File: config.mk
export PLATFORM = sky130hd
export DESIGN_NAME = mipi_csi_rx_packet_decoder_8b2lane
export DESIGN_NICKNAME = d
export VERILOG_FILES = /design/src/rtl/mipi_csi_rx_packet_decoder_8b2lane.sv
export SDC_FILE = /design/constraint.sdc
export NUM_CORES = 1
export LEC_CHECK = 0
export BUFFER_PORTS_ARGS = -buffer_cell sky130_fd_sc_hd__buf_2
export CORE_ASPECT_RATIO = 0.8
export CORE_MARGIN = 5
export CORE_UTILIZATION = 35
export CTS_CLUSTER_SIZE = 28
export DETAILED_ROUTE_END_ITERATION = 8
export HOLD_SLACK_MARGIN = 0.05
export SLEW_MARGIN = 20
export SYNTH_ARGS = -nofsm -noshare
export SYNTH_HDL_FRONTEND = slang
export SYNTH_SLANG_ARGS = --single-unit
File: constraint.sdc
create_clock -name clk_i -period 4.53 [get_ports clk_i]
set_input_delay 0.2265 -clock clk_i [delete_from_list [all_inputs] [get_ports clk_i]]
set_output_delay 0.2265 -clock clk_i [all_outputs]
set_load 0.01 [all_outputs]
File: src/rtl/mipi_csi_rx_packet_decoder_8b2lane.sv
// CSI-2 packet decoder for a 2-lane, lane-aligned byte stream.
// It checks the header ECC, forwards long-packet payload beats and turns short packets into frame/line strobes.
module mipi_csi_rx_packet_decoder_8b2lane #(
  parameter int ECC_CHECK = 1
) (
  input  logic        clk_i,
  input  logic        reset_n_i,
  input  logic        data_valid_i,
  input  logic [15:0] data_i,
  output logic        output_valid_o,
  output logic [15:0] output_o,
  output logic [2:0]  packet_type_o,
  output logic        frame_start_o,
  output logic        frame_end_o,
  output logic        line_start_o,
  output logic        line_end_o,
  output logic        ecc_error_o,
  output logic        truncated_o
);

  typedef enum logic [1:0] {IDLE, HDR1, PAYLOAD, DRAIN} state_t;

  state_t      state;
  logic [7:0]  di_q;
  logic [7:0]  wc_l_q;
  logic [15:0] remaining;
  logic        emit_q;

  logic [15:0] wc;
  logic [7:0]  ecc_calc;
  logic        ecc_bad;

  // CSI-2 6-bit Hamming parity over {WC_H, WC_L, DI}. Bits [7:6] are always zero.
  function automatic logic [7:0] csi_ecc(input logic [23:0] d);
    logic [5:0] p;
    p[0] = d[0]^d[1]^d[2]^d[4]^d[5]^d[7]^d[10]^d[11]^d[13]^d[16]^d[20]^d[21]^d[22]^d[23];
    p[1] = d[0]^d[1]^d[3]^d[4]^d[6]^d[8]^d[10]^d[12]^d[14]^d[17]^d[20]^d[21]^d[22]^d[23];
    p[2] = d[0]^d[2]^d[3]^d[5]^d[6]^d[9]^d[11]^d[12]^d[15]^d[18]^d[20]^d[21]^d[22];
    p[3] = d[1]^d[2]^d[3]^d[7]^d[8]^d[9]^d[13]^d[14]^d[15]^d[19]^d[20]^d[21]^d[23];
    p[4] = d[4]^d[5]^d[6]^d[7]^d[8]^d[9]^d[16]^d[17]^d[18]^d[19]^d[20]^d[22]^d[23];
    p[5] = d[10]^d[11]^d[12]^d[13]^d[14]^d[15]^d[16]^d[17]^d[18]^d[19]^d[21]^d[22]^d[23];
    return {2'b00, p};
  endfunction

  function automatic logic [2:0] decode_type(input logic [5:0] dt);
    case (dt)
      6'h2A:   return 3'd1;
      6'h2B:   return 3'd2;
      6'h2C:   return 3'd4;
      6'h2D:   return 3'd5;
      default: return 3'd0;
    endcase
  endfunction

  // NOTE: every signal written in always_comb gets a value on every path, so no latch is inferred.
  always_comb begin
    wc       = {data_i[7:0], wc_l_q};
    ecc_calc = csi_ecc({wc, di_q});
    ecc_bad  = (ECC_CHECK != 0) && (data_i[15:8] != ecc_calc);
  end

  // NOTE: sequential state uses non-blocking assignments, so every branch reads the pre-edge values.
  always_ff @(posedge clk_i or negedge reset_n_i) begin
    if (!reset_n_i) begin
      state          <= IDLE;
      di_q           <= '0;
      wc_l_q         <= '0;
      remaining      <= '0;
      emit_q         <= 1'b0;
      output_valid_o <= 1'b0;
      output_o       <= '0;
      packet_type_o  <= '0;
      frame_start_o  <= 1'b0;
      frame_end_o    <= 1'b0;
      line_start_o   <= 1'b0;
      line_end_o     <= 1'b0;
      ecc_error_o    <= 1'b0;
      truncated_o    <= 1'b0;
    end else begin
      output_valid_o <= 1'b0;
      output_o       <= '0;
      frame_start_o  <= 1'b0;
      frame_end_o    <= 1'b0;
      line_start_o   <= 1'b0;
      line_end_o     <= 1'b0;
      ecc_error_o    <= 1'b0;
      truncated_o    <= 1'b0;

      case (state)
        IDLE: begin
          if (data_valid_i) begin
            di_q   <= data_i[7:0];
            wc_l_q <= data_i[15:8];
            state  <= HDR1;
          end
        end

        HDR1: begin
          if (!data_valid_i) begin
            truncated_o <= 1'b1;
            state       <= IDLE;
          end else if (ecc_bad) begin
            ecc_error_o <= 1'b1;
            state       <= DRAIN;
          end else if (di_q[5:0] <= 6'h0F) begin
            // The virtual channel in DI[7:6] is ignored. DT 0x04..0x0F are generic short packets with no strobe.
            frame_start_o <= (di_q[5:0] == 6'h00);
            frame_end_o   <= (di_q[5:0] == 6'h01);
            line_start_o  <= (di_q[5:0] == 6'h02);
            line_end_o    <= (di_q[5:0] == 6'h03);
            state         <= DRAIN;
          end else begin
            remaining     <= wc;
            packet_type_o <= decode_type(di_q[5:0]);
            emit_q        <= (decode_type(di_q[5:0]) != 3'd0);
            state         <= (wc == 16'd0) ? DRAIN : PAYLOAD;
          end
        end

        PAYLOAD: begin
          if (!data_valid_i) begin
            truncated_o <= 1'b1;
            state       <= IDLE;
          end else begin
            output_valid_o <= emit_q;
            if (emit_q)
              output_o <= (remaining == 16'd1) ? {8'h00, data_i[7:0]} : data_i;
            if (remaining <= 16'd2) begin
              remaining <= '0;
              state     <= DRAIN;
            end else begin
              remaining <= remaining - 16'd2;
            end
          end
        end

        DRAIN: begin
          if (!data_valid_i)
            state <= IDLE;
        end

        default: state <= IDLE;
      endcase
    end
  end

endmodule

==> flow_summary.json <==
{
  "status": "completed",
  "syn-cell-area_um2": 3580,
  "arrival_ps": 3520,
  "cts_tree": "built",
  "start_util_pct": 35.4,
  "insertion_delay_ps": 330,
  "fin_util_pct": 42.2,
  "rows": 33,
  "setup_viol_count_final": 0,
  "yosysSeqAreaShare_pct": 42.6,
  "yosys.cell_count.top_type": "dfrtp_1",
  "peakVddDrop_v": 0.000380,
  "synth_ff_type": "dfrtp_1",
  "skew_ps": 5.90,
  "rr_worst_depth": 9,
  "routedWlPerCell_um": 17.9,
  "grt_pass1_vias": 2802,
  "cp_cell_sequence": "inv_1 -> ha_1 -> xnor3_1 -> xnor3_1 -> and2_1 -> mux2i_1 -> a21o_1 -> o21a_1 -> o221ai_1",
  "first_pass_iters": 4,
  "cts_setup_buffers": 0,
  "crit_top_cell": "xnor3_1",
  "rsz0062_at_grt": "false",
  "ys_top_cells_by_count": "dfrtp_1 (61), nor2_1 (22), mux2_2 (20), xnor2_1 (20), nand2_1 (18)",
  "synth_nets": 370,
  "path_class": "reg2reg",
  "multi_input_area_um2": 1950,
  "ys_types": 46,
  "hp-class": "in2async",
  "grt_usage_pct": 16.6,
  "grt_pass1_wl_mm": 15.4,
  "fp.dieH_um": 100,
  "async_flop_share_pct": 100,
  "endpoint_kind": "flop",
  "finalCriticalPeriod_ps": 3340,
  "maxSlewViolCount": 0,
  "area_growth_pct": 19.1,
  "io_buffer_count": 44,
  "cts_inserted_buffers": 9,
  "leakage_nw": 1.97,
  "startpoint_type": "flop",
  "clock-sinks": 61,
  "maxCapViolCount": 0,
  "synthTopCellsByArea": "dfrtp_1 (43%), xnor3_1 (6.9%), mux2_2 (6.3%)",
  "worst_slack_ps": 1190,
  "synth_edf_count": 0,
  "synth_cells": 338,
  "tightest_slew_ps": 837,
  "cts_resized": 0,
  "drive_gt1_share_pct": 21.7,
  "crit_path_top_delay_cell": "o21a_1",
  "drc": 0,
  "period_share_pct": 73.6,
  "antenna_found_initial": 0,
  "fin_setup_tns_ps": 0,
  "power_density_nw_per_um2": 818,
  "slew_headroom_pct": 43.6,
  "grt_remaining_overflow": 0,
  "yosysWarnings": 0,
  "nets": 414,
  "cts_max_path_buffers": 2,
  "drtAntennaViolNets": 0,
  "crit_path_max_fanout": 15,
  "vias_per_cell": 5.28,
  "via_count": 2784,
  "core-area_um2": 10100,
  "hpwl_mm": 6.83,
  "wl_mm": 9.41,
  "antennaDiodeCount": 0,
  "dieArea_um2": 12400,
  "hold_viol": 0,
  "critPathMaxStageDelay_ps": 540,
  "ys_ff_latch": 61,
  "clk_pin_slew_ps": 50,
  "ctsRootBufferMaster": "clkbuf_16",
  "syn_area_per_cell_um2": 10.6,
  "drt_iter0_drc": 280,
  "required_ps": 4710,
  "ff_latch_area_um2": 1530,
  "routabilityCongestion": 0.870,
  "io_pins": 45,
  "dpl_worst_slack_ps": 1260,
  "synth_area_leader_cell": "dfrtp_1",
  "cts_hold_buffers": 0,
  "yosysTopAreaCellShare_pct": 42.6,
  "h-tree-depth": 3,
  "grt_max_degree": 62,
  "max_clock_freq_mhz": 300,
  "die_w_um": 123,
  "n_fill_cell": 969
}
[where the power goes]
group | switching [W] | internal [W]
sequential | 0.000235 | 0.000712
clock | 0.000240 | 0.000509
combinational | 0.000909 | 0.000885
[stage by stage]
step | instance area [µm²] | power (W) | instances | hold slack [ps]
after floorplan | 3580 | 0.00233 | 338 | -69.1
after global placement | 3940 | 0.00268 | 511 | 440
after detailed placement | 3940 | 0.00273 | 511 | 450
after CTS | 4270 | 0.00349 | 527 | 94.5
after global routing | 4270 | 0.00374 | 527 | 147
final | 4270 | 0.00349 | 527 | 47.0
[critical path, delay by kind of cell (launching register included)]
family                   cells  cell delay, ps
XOR/XNOR                     2             820
adder cells (fa/ha/maj)      1             310
AO/OA/AOI/OAI                3            1170
flip-flops                   1             440
AND/OR/NAND/NOR              1             170
buffers and inverters        1             100
multiplexers                 1             170
[cell usage in the layout (no fill, tap or decap), drive strengths merged, types with 2 or more instances in the layout]
| cell type | instances |
|---|---|
| dfrtp | 61 |
| buf | 46 |
| nor2 | 22 |
| xnor2 | 20 |
| mux2 | 20 |
| nand2 | 18 |
| and2 | 16 |
| o211ai | 16 |
| nor3 | 15 |
| o21ai | 15 |
| inv | 14 |
| ha | 13 |
| clkbuf | 12 |
| xnor3 | 11 |
| a21oi | 9 |
| a22oi | 8 |
| xor2 | 6 |
| or3 | 5 |
| o22ai | 5 |
| nor4 | 5 |
| and3 | 4 |
| mux2i | 4 |
| nand2b | 4 |
| o311ai | 4 |
| nand3 | 3 |
| and4 | 3 |
| a31oi | 2 |
| nor2b | 2 |
| a21o | 2 |
| o21a | 2 |
| nand4b | 2 |
| o31ai | 2 |
| bufinv | 2 |
| clkinv | 2 |
[logic make-up (layout without fill, tap and decap cells)]
group	after synthesis	after routing	share of synthesized area, %
mux	24	24	7.41
fa+ha+maj	13	13	4.54
compound gates	71	71	13.4
simple gates	105	105	15.9
xor+xnor	37	37	13.3
flops	61	61	42.6
buf+inv	27	76	2.90
[sequential cells by signal (all words and copies together), names as in the netlist]
register	count
frame_start_o	1
remaining	16
packet_type_o	3
state	2
emit_q	1
ecc_error_o	1
output_o	16
output_valid_o	1
truncated_o	1
frame_end_o	1
wc_l_q	8
line_start_o	1
di_q	8
line_end_o	1
[area by class of cell]
| type | count | area share, % |
|---|---|---|
| well taps | 140 | 4.11 |
| repair buffers | 46 | 5.51 |
| inverters | 14 | 1.23 |
| flip-flops and latches | 61 | 35.8 |
| multi-input cells | 250 | 45.7 |
| clock buffers | 12 | 6.01 |
| clock inverters | 4 | 1.64 |
[layer usage]
metal  vias up  part of all wire [%]  global-route usage [%]
li1       1308                     -                       -
met4         0                   2.0                    6.64
met3        18                   8.3                    4.77
met5         -                     0                       0
met1      1343                    47                    24.2
met2       115                    42                    23.1
[final timing paths]
check	startpoint	slack (ps)	endpoint
min in group clk_i	data_i[10]	140	output_o[10]$_DFF_PN0_
worst min register to register	emit_q$_DFFE_PN0P_	500	emit_q$_DFFE_PN0P_
worst max-delay path	di_q[0]$_DFFE_PN0P_	1190	remaining[7]$_DFFE_PN0P_
worst min-delay path	reset_n_i	50	output_o[3]$_DFF_PN0_
max in group asynchronous	reset_n_i	3940	remaining[7]$_DFFE_PN0P_
worst max register to register	di_q[0]$_DFFE_PN0P_	1190	remaining[7]$_DFFE_PN0P_
Note: power is estimated with default switching activity, not from simulation.
